## src/rtl/aluop_pkg.sv

```systemverilog
// aluop_pkg: shared constants and types for the RV32I decode-and-issue stage.
// Holds opcode constants, the ALU operation codes, operand-select
// encodings, the decoded bundle struct and the buffer occupancy states.
package aluop_pkg;

  // RV32I major opcodes
  localparam logic [6:0] OPC_OP     = 7'b0110011;
  localparam logic [6:0] OPC_OPIMM  = 7'b0010011;
  localparam logic [6:0] OPC_LUI    = 7'b0110111;
  localparam logic [6:0] OPC_AUIPC  = 7'b0010111;
  localparam logic [6:0] OPC_LOAD   = 7'b0000011;
  localparam logic [6:0] OPC_STORE  = 7'b0100011;
  localparam logic [6:0] OPC_BRANCH = 7'b1100011;
  localparam logic [6:0] OPC_JAL    = 7'b1101111;
  localparam logic [6:0] OPC_JALR   = 7'b1100111;

  // ALU operation codes, bits [4:0] of the operation word
  localparam logic [4:0] ALU_ADD  = 5'b00000;
  localparam logic [4:0] ALU_SUB  = 5'b00001;
  localparam logic [4:0] ALU_SLL  = 5'b00010;
  localparam logic [4:0] ALU_SLT  = 5'b00100;
  localparam logic [4:0] ALU_SLTU = 5'b00110;
  localparam logic [4:0] ALU_XOR  = 5'b01000;
  localparam logic [4:0] ALU_SRL  = 5'b01010;
  localparam logic [4:0] ALU_SRA  = 5'b01011;
  localparam logic [4:0] ALU_OR   = 5'b01100;
  localparam logic [4:0] ALU_AND  = 5'b01110;
  localparam logic [4:0] ALU_BEQ  = 5'b10000;
  localparam logic [4:0] ALU_BNE  = 5'b10010;
  localparam logic [4:0] ALU_BLT  = 5'b11000;
  localparam logic [4:0] ALU_BGE  = 5'b11010;
  localparam logic [4:0] ALU_BLTU = 5'b11100;
  localparam logic [4:0] ALU_BGEU = 5'b11110;

  // Jump bit of the 6-bit operation word
  localparam logic [5:0] ALU_JUMP = 6'b100000;

  // Operand select encodings
  localparam logic [1:0] SRC1_RS1  = 2'b00;
  localparam logic [1:0] SRC1_PC   = 2'b01;
  localparam logic [1:0] SRC1_ZERO = 2'b10;
  localparam logic       SRC2_RS2  = 1'b0;
  localparam logic       SRC2_IMM  = 1'b1;

  // Decoded bundle presented to the ALU
  typedef struct packed {
    logic [5:0]  aluop;
    logic [1:0]  src1_sel;
    logic        src2_sel;
    logic [31:0] imm;
    logic [4:0]  rs1;
    logic [4:0]  rs2;
    logic [4:0]  rd;
    logic        wen;
    logic        illegal;
  } bundle_t;

  // Output buffer occupancy
  typedef enum logic [1:0] {
    OCC_EMPTY = 2'b00,
    OCC_ONE   = 2'b01,
    OCC_TWO   = 2'b10
  } occ_e;

  // Register/immediate arithmetic op from funct3 and the alternate bit
  function automatic logic [4:0] arith_op(input logic [2:0] f3, input logic alt);
    logic [4:0] op;
    case (f3)
      3'b000:  op = alt ? ALU_SUB : ALU_ADD;
      3'b001:  op = ALU_SLL;
      3'b010:  op = ALU_SLT;
      3'b011:  op = ALU_SLTU;
      3'b100:  op = ALU_XOR;
      3'b101:  op = alt ? ALU_SRA : ALU_SRL;
      3'b110:  op = ALU_OR;
      default: op = ALU_AND;
    endcase
    return op;
  endfunction

  // Branch compare op from funct3; 010/011 are rejected by the decoder
  function automatic logic [4:0] branch_op(input logic [2:0] f3);
    logic [4:0] op;
    case (f3)
      3'b000:  op = ALU_BEQ;
      3'b001:  op = ALU_BNE;
      3'b100:  op = ALU_BLT;
      3'b101:  op = ALU_BGE;
      3'b110:  op = ALU_BLTU;
      3'b111:  op = ALU_BGEU;
      default: op = ALU_ADD;
    endcase
    return op;
  endfunction

endpackage

```

## src/rtl/aluop_decode.sv

```systemverilog
// aluop_decode: purely combinational RV32I instruction -> decoded bundle.
module aluop_decode
  import aluop_pkg::*;
(
  input  logic [31:0] inst,
  output bundle_t     dec
);

  logic [6:0]  opc;
  logic [6:0]  f7;
  logic [2:0]  f3;
  logic [31:0] imm_i;
  logic [31:0] imm_s;
  logic [31:0] imm_b;
  logic [31:0] imm_u;
  logic [31:0] imm_j;
  logic [31:0] imm_sh;
  logic        bad;

  assign opc    = inst[6:0];
  assign f3     = inst[14:12];
  assign f7     = inst[31:25];
  assign imm_i  = {{20{inst[31]}}, inst[31:20]};
  assign imm_s  = {{20{inst[31]}}, inst[31:25], inst[11:7]};
  assign imm_b  = {{19{inst[31]}}, inst[31], inst[7], inst[30:25], inst[11:8], 1'b0};
  assign imm_u  = {inst[31:12], 12'b0};
  assign imm_j  = {{11{inst[31]}}, inst[31], inst[19:12], inst[20], inst[30:21], 1'b0};
  // Immediate shifts carry only the shift amount; funct7 is an opcode field
  assign imm_sh = {27'b0, inst[24:20]};

  // Decode by opcode, then apply x0 write suppression and the illegal override
  always_comb begin
    dec          = '0;
    dec.rs1      = inst[19:15];
    dec.rs2      = inst[24:20];
    dec.rd       = inst[11:7];
    dec.src1_sel = SRC1_RS1;
    dec.src2_sel = SRC2_RS2;
    bad          = 1'b0;
    case (opc)
      OPC_OP: begin
        dec.aluop = {1'b0, arith_op(f3, f7[5])};
        dec.wen   = 1'b1;
        if (f7 == 7'h20) begin
          if (f3 != 3'b000 && f3 != 3'b101) bad = 1'b1;
        end else if (f7 != 7'h00) begin
          bad = 1'b1;
        end
      end
      OPC_OPIMM: begin
        dec.aluop    = {1'b0, arith_op(f3, (f3 == 3'b101) & f7[5])};
        dec.src2_sel = SRC2_IMM;
        dec.imm      = imm_i;
        dec.wen      = 1'b1;
        if (f3 == 3'b001) begin
          dec.imm = imm_sh;
          if (f7 != 7'h00) bad = 1'b1;
        end else if (f3 == 3'b101) begin
          dec.imm = imm_sh;
          if (f7 != 7'h00 && f7 != 7'h20) bad = 1'b1;
        end
      end
      OPC_LUI: begin
        dec.aluop    = {1'b0, ALU_ADD};
        dec.src1_sel = SRC1_ZERO;
        dec.src2_sel = SRC2_IMM;
        dec.imm      = imm_u;
        dec.wen      = 1'b1;
      end
      OPC_AUIPC: begin
        dec.aluop    = {1'b0, ALU_ADD};
        dec.src1_sel = SRC1_PC;
        dec.src2_sel = SRC2_IMM;
        dec.imm      = imm_u;
        dec.wen      = 1'b1;
      end
      OPC_LOAD: begin
        dec.aluop    = {1'b0, ALU_ADD};
        dec.src2_sel = SRC2_IMM;
        dec.imm      = imm_i;
        dec.wen      = 1'b1;
      end
      OPC_STORE: begin
        dec.aluop    = {1'b0, ALU_ADD};
        dec.src2_sel = SRC2_IMM;
        dec.imm      = imm_s;
      end
      OPC_BRANCH: begin
        dec.aluop = {1'b0, branch_op(f3)};
        dec.imm   = imm_b;
        if (f3 == 3'b010 || f3 == 3'b011) bad = 1'b1;
      end
      OPC_JAL: begin
        dec.aluop    = ALU_JUMP;
        dec.src1_sel = SRC1_PC;
        dec.src2_sel = SRC2_IMM;
        dec.imm      = imm_j;
        dec.wen      = 1'b1;
      end
      OPC_JALR: begin
        dec.aluop    = ALU_JUMP;
        dec.src2_sel = SRC2_IMM;
        dec.imm      = imm_i;
        dec.wen      = 1'b1;
        if (f3 != 3'b000) bad = 1'b1;
      end
      default: bad = 1'b1;
    endcase

    if (dec.rd == 5'd0) dec.wen = 1'b0;

    if (bad) begin
      dec.aluop    = '0;
      dec.src1_sel = '0;
      dec.src2_sel = 1'b0;
      dec.imm      = '0;
      dec.wen      = 1'b0;
      dec.illegal  = 1'b1;
    end
  end

endmodule

```

## src/rtl/aluop_issue.sv

```systemverilog
// aluop_issue: decode-and-issue stage ahead of the ALU. Accepts RV32I
// instructions over valid/ready and presents one registered decoded bundle
// per instruction, in order, one cycle after acceptance.
// Build option ALUOP_ISSUE_SKID_EN: adds a skid entry so in_ready is a
// flop output; without it in_ready is combinational from out_ready.
module aluop_issue
  import aluop_pkg::*;
(
  input  logic        clk,
  input  logic        rstn,
  input  logic        in_valid,
  output logic        in_ready,
  input  logic [31:0] in_inst,
  output logic        out_valid,
  input  logic        out_ready,
  output logic [5:0]  out_aluop,
  output logic [1:0]  out_src1_sel,
  output logic        out_src2_sel,
  output logic [31:0] out_imm,
  output logic [4:0]  out_rs1,
  output logic [4:0]  out_rs2,
  output logic [4:0]  out_rd,
  output logic        out_wen,
  output logic        out_illegal
);

  bundle_t dec;
  bundle_t main_q;
  occ_e    state_q;
  occ_e    state_d;
  logic    accept;
  logic    consume;
  logic    ld_main_dec;

`ifdef ALUOP_ISSUE_SKID_EN
  bundle_t skid_q;
  logic    in_ready_q;
  logic    ld_main_skid;
  logic    ld_skid;
`endif

  aluop_decode u_decode (
    .inst (in_inst),
    .dec  (dec)
  );

  assign accept  = in_valid && in_ready;
  assign consume = out_valid && out_ready;

  // Occupancy state register (and registered in_ready in the skid build)
  always_ff @(posedge clk) begin
    if (!rstn) begin
      state_q    <= OCC_EMPTY;
`ifdef ALUOP_ISSUE_SKID_EN
      in_ready_q <= 1'b0;
`endif
    end else begin
      state_q    <= state_d;
`ifdef ALUOP_ISSUE_SKID_EN
      in_ready_q <= (state_d != OCC_TWO);
`endif
    end
  end

  // Next occupancy and which register loads on this edge
  always_comb begin
    state_d      = state_q;
    ld_main_dec  = 1'b0;
`ifdef ALUOP_ISSUE_SKID_EN
    ld_main_skid = 1'b0;
    ld_skid      = 1'b0;
    case (state_q)
      OCC_EMPTY: begin
        if (accept) begin
          state_d     = OCC_ONE;
          ld_main_dec = 1'b1;
        end
      end
      OCC_ONE: begin
        if (accept && consume) begin
          ld_main_dec = 1'b1;
        end else if (accept) begin
          state_d = OCC_TWO;
          ld_skid = 1'b1;
        end else if (consume) begin
          state_d = OCC_EMPTY;
        end
      end
      OCC_TWO: begin
        // in_ready is low here, so the skid entry drains before new input
        if (consume) begin
          state_d      = OCC_ONE;
          ld_main_skid = 1'b1;
        end
      end
      default: state_d = OCC_EMPTY;
    endcase
`else
    case (state_q)
      OCC_EMPTY: begin
        if (accept) begin
          state_d     = OCC_ONE;
          ld_main_dec = 1'b1;
        end
      end
      OCC_ONE: begin
        // accepting while full implies the consumer takes the bundle this edge
        if (accept) begin
          ld_main_dec = 1'b1;
        end else if (consume) begin
          state_d = OCC_EMPTY;
        end
      end
      default: state_d = OCC_EMPTY;
    endcase
`endif
  end

  // Handshake outputs from the occupancy state
  always_comb begin
    out_valid = (state_q != OCC_EMPTY);
`ifdef ALUOP_ISSUE_SKID_EN
    in_ready  = in_ready_q;
`else
    in_ready  = (state_q == OCC_EMPTY) || out_ready;
`endif
  end

  // Bundle storage: main register drives the outputs, skid absorbs one stall
  always_ff @(posedge clk) begin
    if (!rstn) begin
      main_q <= '0;
`ifdef ALUOP_ISSUE_SKID_EN
      skid_q <= '0;
`endif
    end else begin
      if (ld_main_dec) begin
        main_q <= dec;
      end
`ifdef ALUOP_ISSUE_SKID_EN
      else if (ld_main_skid) begin
        main_q <= skid_q;
      end
      if (ld_skid) begin
        skid_q <= dec;
      end
`endif
    end
  end

  assign out_aluop    = main_q.aluop;
  assign out_src1_sel = main_q.src1_sel;
  assign out_src2_sel = main_q.src2_sel;
  assign out_imm      = main_q.imm;
  assign out_rs1      = main_q.rs1;
  assign out_rs2      = main_q.rs2;
  assign out_rd       = main_q.rd;
  assign out_wen      = main_q.wen;
  assign out_illegal  = main_q.illegal;

endmodule

```

## config.mk

```make
export PLATFORM = sky130hd
export DESIGN_NAME = aluop_issue
export DESIGN_NICKNAME = d
export VERILOG_FILES = /design/src/rtl/aluop_pkg.sv /design/src/rtl/aluop_decode.sv /design/src/rtl/aluop_issue.sv
export SDC_FILE = /design/constraint.sdc
export NUM_CORES = 1
export LEC_CHECK = 0
export BUFFER_PORTS_ARGS = -buffer_cell sky130_fd_sc_hd__buf_4
export CORE_ASPECT_RATIO = 0.9
export CORE_UTILIZATION = 35
export DETAILED_ROUTE_END_ITERATION = 7
export SLEW_MARGIN = 20
export SYNTH_ARGS = -nofsm -noshare
export SYNTH_HDL_FRONTEND = slang
export SYNTH_SLANG_ARGS = --single-unit
export TNS_END_PERCENT = 1
```

## constraint.sdc

```tcl
create_clock -name clk -period 4 [get_ports clk]
set_clock_uncertainty 0.1 [all_clocks]
set_input_delay 0.6 -clock clk [delete_from_list [all_inputs] [get_ports clk]]
set_output_delay 0.6 -clock clk [all_outputs]
set_load 0.03 [all_outputs]
```

==> run summary, run 1 <==
CRITICAL PATH
-------------------------------------------------------------------------------------
Launch point of the critical path                                         in_inst[26]
Crit-path max FO                                                                   39
CP Launch Type                                                              input pin
Critical setup path kind                                                       in2reg
Required time reported for the critical path endpoint                         4.14 ns
Worst reg2reg path startpoint                                              state_q[0]
Crit. End Element                                                                flop
Critical path arrival                                                         2.85 ns

LAYOUT
-------------------------------------------------------------------------------------
Leading cell types in the layout, fill and taps excluded                 buf_4 (98), nand2_1 (88), dfxtp_1 (59)
Number of non-filler instances in the completed layout                            513
Area occupied by registers                                               0.00118 sq mm
# fillers                                                                         745
Number of diodes                                                                    0
Area overhead of the layout relative to synthesis                               36.0%
Net count of the finished layout                                                  451
Most common library cell in the layout ignoring fill and taps                   buf_4
Fraction of layout cells with a size suffix above 1                             0.290
Area of combinational cells with multiple inputs                         0.00129 sq mm

SYNTH
-------------------------------------------------------------------------------------
Synthesized area divided by synthesized cell count                         7.89 sq um
Post-synth design cell area                                              0.00260 sq mm
Gate Count Post-Synth                                                             330
Post-synth top flop                                                           dfxtp_1
Yosys warns                                                                         0
Post-synthesis sequential element count                                            59
Synth Net Count                                                                   366
Fraction of registers with async set/reset                                          0
Number of synthesized flops with an enable pin                                      0
Synth cell types                                                                   46
Portion of the post-synthesis area used by sequential elements                  0.454

ROUTE
-------------------------------------------------------------------------------------
Total number of vias                                                             2605
Residual antenna-violating net count after detailed routing                         0
Average wire per standard cell                                                14.8 um
Total routed wirelength                                                       7590 um
Number of optimization iterations in the first detailed-route pass                  4
DR vias/cell                                                                     5.08
Count of routing violations after the opening detailed-route iteration            118
DRC violation count after routing                                                   0

STA
-------------------------------------------------------------------------------------
Normalized max-slew margin                                                      0.490
Final hold vios                                                                     0
Clock period minus worst slack                                                2.71 ns
Hold Worst Slack                                                             0.352 ns
Total of endpoints with negative setup slack in the final report                    0
Worst slew pin tran                                                          0.758 ns
Maximum clock rate                                                            369 MHz
Number of pins with negative max-slew slack in the final report                     0
RSZ-0062 raised after global routing                                               no
Setup_tns                                                                        0 ns
Period Utilization, post-route                                                  0.678

CLOCKING
-------------------------------------------------------------------------------------
Maximum clock insertion buffer count                                                2
Root buffer cell                                                             clkbuf_8
CTS hold repair buffers                                                             0
Clock H-tree levels                                                                 3
Number of CTS-inserted buffers                                                      9
Post-CTS Setup Bufs                                                                 0
Later-pin clock latency in the skew report                                    0.34 ns
Clock net sink count                                                               59
TritonCTS clock tree                                                              yes
Clk pin slew, worst setup/hold paths                                          0.07 ns
Number of instances resized during post-cts repair                                  0

FLOORPLANNING
-------------------------------------------------------------------------------------
Die width                                                                     92.9 um
Standard-cell row count                                                            29
Number of ports placed on the die boundary                                         96
Initial core utilization                                                        0.366
Core area                                                                0.00711 sq mm
Die outline height                                                            83.8 um
Floorplan die area                                                       0.00779 sq mm

OUTCOME
-------------------------------------------------------------------------------------
Result of the run                                                           completed

PLACED DESIGN
-------------------------------------------------------------------------------------
HPWL Detailed                                                                 5410 um
Weighted congestion at the end of routability-driven global placement           0.813
Input/output buffers                                                               95
Number of cells in the design after placement                                     497

GLOBAL ROUTE
-------------------------------------------------------------------------------------
Global-route wire length before repair                                       12300 um
Largest net degree at the start of global routing                                  40
Number of antenna violations at the first check in global routing                   0
Total Routing Usage GR                                                          0.204
Total overflow reported by the global router                                        0
Via count of the first global-routing pass                                       2474

PWR
-------------------------------------------------------------------------------------
Reported leakage power                                                        1.45 nW
Cell area power density                                                   367 mW/mm^2
Peak VDD IR                                                                  0.240 mV

MIN PATH
-------------------------------------------------------------------------------------
Startpoint of the lowest-slack hold path                                  out_imm[26]
Class of the tightest hold or removal check                                   reg2reg

RUN
-------------------------------------------------------------------------------------
Maximum capacitance violations                                                      0

## cell families after synthesis
group	after synthesis	share of synthesized area
AO/OA/AOI/OAI	110	0.255
AND/OR/NAND/NOR	130	0.234
flip-flops	59	0.454
XOR/XNOR	1	0.00337
multiplexers	1	0.00433
buffers and inverters	29	0.0490
## state kept, by name, summed over array words and instances (netlist names), 2 cells and up
name and cells:
out_imm 32, out_aluop 6, out_rd 5, out_rs1 5, out_rs2 5, out_src1_sel 2
## Yosys cell counts, drive strengths merged, types with 4 or more instances
master  count  share of area
o21ai      47          0.092
a21boi     17          0.049
nand2      88           0.13
buf         5          0.014
nor2b       4         0.0096
nor3        5          0.014
a22oi       5          0.014
o31ai       4          0.013
nand3       5          0.012
a21oi      27          0.052
clkbuf     19          0.027
dfxtp      59           0.45
inv         5         0.0072
nor2        7          0.010
## cell type report
type / instances / area share
sequential: 59 / 0.334
clock buffer: 11 / 0.0399
timing repair buffer: 98 / 0.208
multi-input combinational: 242 / 0.366
inverter: 5 / 0.00530
clock inverter: 5 / 0.0148
tap: 93 / 0.0329
## worst paths after layout
path	to	cells past startpoint	slack, ns
min	out_imm[26]	2	0.35
max reg2reg	out_aluop[5]	7	1.65
min reg2reg	out_imm[26]	2	0.35
max	out_aluop[5]	7	1.29
## report_power, final
group | switching (W) | internal (W) | total (W)
logic | 0.0000945 | 0.0000603 | 0.000155
clock network | 0.000237 | 0.000301 | 0.000539
registers | 0.00000566 | 0.000598 | 0.000604
## through the flow
step | utilization | total power [W] | setup slack, ns | cell area [sq um]
4_1_cts | 0.498 | 0.00131 | 1.30 | 3540
6_report | 0.498 | 0.00130 | 1.29 | 3540
5_1_grt | 0.498 | 0.00135 | 1.10 | 3540
3_5_place_dp | 0.470 | 0.000771 | 0.935 | 3350
2_1_floorplan | - | 0.000700 | 1.72 | 2600
3_3_place_gp | 0.470 | 0.000771 | 0.978 | 3350
## routing by layer
metal  part of all wire  vias up  global-route usage
met5                  0        -                   0
met4             0.0083        0              0.0503
met3               0.10        9              0.0829
met2               0.42      100               0.300
met1               0.47     1184               0.276
li1                   -     1312                   -
## critical path, stage by stage
cell     delay (ns)
buf_4          0.12
or4_4          0.57
o31ai_2        0.19
a21oi_1        0.13
nor3_4         0.22
nand3_2        0.58
o31ai_1        0.43
(Power assumes the default switching activity.)
==> run 2: changes to the inputs <==
==> constraint.sdc (replaced) <==
create_clock -name clk -period 2.8 [get_ports clk]
set_clock_uncertainty 0.1 [all_clocks]
set_input_delay 0.42 -clock clk [delete_from_list [all_inputs] [get_ports clk]]
set_output_delay 0.42 -clock clk [all_outputs]
set_load 0.03 [all_outputs]
==> run 2 against run 1 <==
Against the previous run: critical endpoint is now out_imm[17]; largest cell class unchanged; worst hold slack worse by 0.11 ns; combinational power up 45%; register-to-register slack worse by 0.85 ns; cell count up 0.78%; via count up 3.0%; critical path type unchanged.
==> run summary, run 2 (synthesized netlist as in run 1, its figures left out) <==
OUTCOME
-------------------------------------------------------------------------------------
Result of the run                                                           completed

GLOBAL ROUTE
-------------------------------------------------------------------------------------
Total Routing Usage GR                                                          0.211
Number of antenna violations at the first check in global routing                   0
Total overflow reported by the global router                                        0
Largest net degree at the start of global routing                                  41
Global-route wire length before repair                                       12800 um
Via count of the first global-routing pass                                       2522

CLOCKING
-------------------------------------------------------------------------------------
Later-pin clock latency in the skew report                                    0.34 ns
Clock net sink count                                                               59
TritonCTS clock tree                                                              yes
CTS hold repair buffers                                                             0
Root buffer cell                                                             clkbuf_8
Number of instances resized during post-cts repair                                  0
Clock H-tree levels                                                                 3
Post-CTS Setup Bufs                                                                 0
Maximum clock insertion buffer count                                                2
Clk pin slew, worst setup/hold paths                                          0.07 ns
Number of CTS-inserted buffers                                                      9

LAYOUT
-------------------------------------------------------------------------------------
Fraction of layout cells with a size suffix above 1                             0.297
Net count of the finished layout                                                  455
Post-layout util                                                                0.502
Leading cell types in the layout, fill and taps excluded                 buf_4 (102), nand2_1 (88), dfxtp_1 (59)
Most common library cell in the layout ignoring fill and taps                   buf_4
Area overhead of the layout relative to synthesis                               37.2%
Number of flip-flops in the largest register                                       32
Number of diodes                                                                    0
Number of non-filler instances in the completed layout                            517
Layout Cell Area excl Fill                                               0.00357 sq mm

CRITICAL PATH
-------------------------------------------------------------------------------------
CP Launch Type                                                              input pin
Critical path arrival                                                         2.46 ns
Crit. End Element                                                                flop
Critical setup path kind                                                       in2reg
Required time reported for the critical path endpoint                         2.95 ns
Crit-path max FO                                                                   15

STA
-------------------------------------------------------------------------------------
RSZ-0062 raised after global routing                                               no
Period Utilization, post-route                                                  0.825
Maximum clock rate                                                            433 MHz
Number of pins with negative max-slew slack in the final report                     0
Setup_tns                                                                        0 ns
Worst slew pin tran                                                          0.461 ns
Clock period minus worst slack                                                2.31 ns
Normalized max-slew margin                                                      0.693
Total of endpoints with negative setup slack in the final report                    0
Final hold vios                                                                     0

MIN PATH
-------------------------------------------------------------------------------------
Class of the tightest hold or removal check                                    in2reg

ROUTE
-------------------------------------------------------------------------------------
DRC violation count after routing                                                   0
Total number of vias                                                             2684
Total routed wirelength                                                       7900 um
DR vias/cell                                                                     5.19
Count of routing violations after the opening detailed-route iteration            171
Average wire per standard cell                                                15.3 um
Residual antenna-violating net count after detailed routing                         0
Number of optimization iterations in the first detailed-route pass                  4

FLOORPLANNING
-------------------------------------------------------------------------------------
Floorplan die area                                                       0.00779 sq mm
Core area                                                                0.00711 sq mm
Die width                                                                     92.9 um
Standard-cell row count                                                            29
Initial core utilization                                                        0.366
Die outline height                                                            83.8 um
Number of ports placed on the die boundary                                         96

PWR
-------------------------------------------------------------------------------------
Reported leakage power                                                        1.47 nW
Peak VDD IR                                                                  0.324 mV
Cell area power density                                                   520 mW/mm^2

RUN
-------------------------------------------------------------------------------------
Maximum capacitance violations                                                      0

PLACED DESIGN
-------------------------------------------------------------------------------------
HPWL Detailed                                                                 5710 um
Weighted congestion at the end of routability-driven global placement           0.906
Placed standard-cell area                                                0.00338 sq mm
Input/output buffers                                                               95
Number of cells in the design after placement                                     501

-- run 2: through the flow --
| stage | power [W] | setup slack [ns] | hold slack (ns) |
|---|---|---|---|
| after global routing | 0.00194 | 0.309 | 0.236 |
| after global placement | 0.00110 | 0.260 | 0.339 |
| final | 0.00186 | 0.489 | 0.245 |
| after CTS | 0.00187 | 0.500 | 0.228 |
| after detailed placement | 0.00110 | 0.148 | 0.343 |
| after floorplan | 0.000999 | 0.700 | 0.459 |
-- run 2: where the power goes --
group          leakage [nW]  total [W]  internal [W]  switching, W
Sequential            0.478   0.000862      0.000854    0.00000785
Combinational         0.893   0.000224     0.0000869      0.000137
Clock                0.0991   0.000769      0.000431      0.000339
-- run 2: final cells by class --
cell class	instances	area (sq um)
clock inverters	5	52.6
well taps	93	116
flip-flops and latches	59	1180
clock buffers	11	141
multi-input cells	242	1290
fillers	742	3540
repair buffers	102	766
inverters	5	18.8
-- run 2: critical path, stage by stage --
cell	delay, ns
buf_4	0.12
or4_4	0.57
o31ai_2	0.21
a21oi_1	0.13
nor3_4	0.22
nand3_2	0.31
buf_4	0.29
o21ai_0	0.19
-- run 2: routing by layer --
metal | wire length, um | GRT usage | vias to the layer above
met5 | 0 | 0 | -
met2 | 3520 | 0.312 | 109
li1 | - | - | 1321
met3 | 714 | 0.0829 | 8
met4 | 68 | 0.0490 | 0
met1 | 3590 | 0.288 | 1246
-- run 2: path summary, 6_finish.rpt --
check	from	to	slack, ns	depth (start not counted)
min	in_valid	state_q[0]	0.24	3
min reg2reg	out_imm[20]	out_imm[20]	0.35	2
max reg2reg	state_q[0]	out_imm[17]	0.80	7
max	in_inst[26]	out_imm[17]	0.49	8
==> run 3: changes to the inputs <==
==> constraint.sdc (replaced) <==
create_clock -name clk -period 2.15 [get_ports clk]
set_clock_uncertainty 0.1 [all_clocks]
set_input_delay 0.3225 -clock clk [delete_from_list [all_inputs] [get_ports clk]]
set_output_delay 0.3225 -clock clk [all_outputs]
set_load 0.03 [all_outputs]
==> run 3 against run 2 <==
Against the previous run: highest routed layer unchanged; cell count grew 1.9%; largest power group unchanged; clock-buffer cell count unchanged; final area rose by 1.2%; first-iteration DRC count decreased by 16%; critical path depth did not move; sequential power increased by 30%; flip-flop and latch count stayed put; routed wire length shrank 0.10%; sequential share of layout area fell by 0.39 points.
==> run summary, run 3 (synthesized netlist as in run 1, its figures left out) <==
FLOORPLANNING
-------------------------------------------------------------------------------------
Standard-cell row count                                                            29
Number of ports placed on the die boundary                                         96
Floorplan die area                                                       0.00779 sq mm
Die outline height                                                            83.8 um
Initial core utilization                                                        0.366
Die width                                                                     92.9 um
Core area                                                                0.00711 sq mm

LAYOUT
-------------------------------------------------------------------------------------
Area overhead of the layout relative to synthesis                               38.8%
Area occupied by registers                                               0.00118 sq mm
Number of diodes                                                                    0
Layout Cell Area excl Fill                                               0.00361 sq mm
Fraction of layout cells with a size suffix above 1                             0.311
Number of flip-flops in the largest register                                       32
Net count of the finished layout                                                  465
Most common library cell in the layout ignoring fill and taps                   buf_4
Leading cell types in the layout, fill and taps excluded                 buf_4 (112), nand2_1 (88), dfxtp_1 (59)
# fillers                                                                         750
Area of combinational cells with multiple inputs                         0.00129 sq mm

CRITICAL PATH
-------------------------------------------------------------------------------------
Cell with the largest stage delay on the worst path                             or4_4
Longest individual stage delay on the worst path                              0.56 ns
Kind of cell adding the most delay to the critical path                  simple AND/OR/NAND/NOR gates
Crit. End Element                                                                flop
Crit-path max FO                                                                   13
Cells along the critical path                                            buf_4 > or4_4 > o31ai_2 > a21oi_1 > nor3_4 > nand3_2 > buf_4 > o21ai_0
Critical path arrival                                                         2.06 ns
Critical setup path kind                                                       in2reg
Cell occurring most often along the worst timing path                           buf_4
CP Launch Type                                                              input pin
Minimum setup slack among reg-to-reg paths                                    0.47 ns
Crit path buf inv count                                                             2
Required time reported for the critical path endpoint                         2.30 ns

PWR
-------------------------------------------------------------------------------------
Reported leakage power                                                        1.50 nW
Cell area power density                                                   630 mW/mm^2
Part of the power in registers                                                  0.493
Clock network fraction of design power                                          0.374
Net switching fraction of the power                                             0.276
Peak VDD IR                                                                  0.353 mV
Gate power share                                                                0.133
Power spent charging and discharging nets                                  0.000629 W
Internal power summed over all cells                                        0.00165 W

CLOCKING
-------------------------------------------------------------------------------------
Number of instances resized during post-cts repair                                  0
TritonCTS clock tree                                                              yes
CTS hold repair buffers                                                             0
Root buffer cell                                                             clkbuf_8
Clk pin slew, worst setup/hold paths                                          0.07 ns
Post-CTS Setup Bufs                                                                 0
Number of CTS-inserted buffers                                                      9
Later-pin clock latency in the skew report                                    0.33 ns
Clock H-tree levels                                                                 3
Clock net sink count                                                               59
Maximum clock insertion buffer count                                                2

ROUTE
-------------------------------------------------------------------------------------
Count of routing violations after the opening detailed-route iteration            143
Total routed wirelength                                                       7890 um
Residual antenna-violating net count after detailed routing                         0
DR vias/cell                                                                     5.14
Average wire per standard cell                                                15.0 um
Number of optimization iterations in the first detailed-route pass                  4
Total number of vias                                                             2709
DRC violation count after routing                                                   0

PLACED DESIGN
-------------------------------------------------------------------------------------
Weighted congestion at the end of routability-driven global placement           0.899
Input/output buffers                                                               95
HPWL Detailed                                                                 5800 um
Placed standard-cell area                                                0.00345 sq mm

GLOBAL ROUTE
-------------------------------------------------------------------------------------
Total Routing Usage GR                                                          0.208
Number of antenna violations at the first check in global routing                   0
Via count of the first global-routing pass                                       2491
Largest net degree at the start of global routing                                  25
Total overflow reported by the global router                                        0
Global-route wire length before repair                                       12600 um

STA
-------------------------------------------------------------------------------------
Period Utilization, post-route                                                  0.889
Normalized max-slew margin                                                      0.633
RSZ-0062 raised after global routing                                               no
Maximum clock rate                                                            523 MHz
Clock period minus worst slack                                                1.91 ns
Setup_tns                                                                        0 ns
Final hold vios                                                                     0
Worst slew pin tran                                                          0.543 ns
Total of endpoints with negative setup slack in the final report                    0
Number of pins with negative max-slew slack in the final report                     0

RUN
-------------------------------------------------------------------------------------
Maximum capacitance violations                                                      0

OUTCOME
-------------------------------------------------------------------------------------
Result of the run                                                           completed

MIN PATH
-------------------------------------------------------------------------------------
Class of the tightest hold or removal check                                    in2reg

-- run 3: changes by cell type in the layout (fill, tap and decap cells not counted) --
cell        before  now
clkbuf_8        10    9
clkinvlp_4       1    2
buf_4          102  112
clkbuf_1         1    2
bufinv_16        1    0
-- run 3: area by class of cell --
type / count / share of cell area
flip-flops and latches: 59 / 0.327
clock inverters: 5 / 0.00831
well taps: 93 / 0.0322
repair buffers: 112 / 0.233
multi-input cells: 242 / 0.358
inverters: 5 / 0.00520
clock buffers: 11 / 0.0364
-- run 3: routing by layer --
metal	wire length (um)	track usage	share of wire	up-vias
met5	0	0	0	-
met4	70	0.0657	0.0089	0
met3	564	0.0464	0.072	6
met2	3480	0.309	0.44	94
met1	3770	0.297	0.48	1271
li1	-	-	-	1338
-- run 3: worst min-delay path, delay by kind of cell --
family                 cells  cell delay [ns]
buffers and inverters      1             0.12
AO/OA/AOI/OAI              1             0.06
AND/OR/NAND/NOR            1             0.05
-- run 3: through the flow --
stage	utilization	total power (W)	hold slack [ns]	instances	worst slack [ns]
CTS	0.508	0.00230	0.148	527	0.234
global route	0.508	0.00239	0.163	527	0.112
global placement	0.485	0.00145	0.337	511	-0.0395
finish	0.508	0.00228	0.164	527	0.239
floorplan	-	0.00130	0.361	330	0.0892
detailed placement	0.485	0.00145	0.344	511	-0.111
-- run 3: final timing paths --
check              startpoint              end  cells past startpoint
setup / recovery  in_inst[26]  out_src1_sel[1]                      8
hold / removal    in_inst[16]       out_rs1[1]                      3
setup reg to reg   state_q[0]  out_src1_sel[1]                      7
hold reg to reg   out_imm[20]      out_imm[20]                      2
-- run 3: power groups by stage --
| stage | Combinational, W | Clock, W | Sequential [W] |
|---|---|---|---|
| 5_1_grt | 0.000329 | 0.000933 | 0.00112 |
| 4_1_cts | 0.000304 | 0.000870 | 0.00112 |
| 2_1_floorplan | 0.000116 | 0 | 0.00119 |
| 3_3_place_gp | 0.000301 | 0 | 0.00115 |
| 3_5_place_dp | 0.000303 | 0 | 0.00115 |
| 6_report | 0.000303 | 0.000851 | 0.00112 |
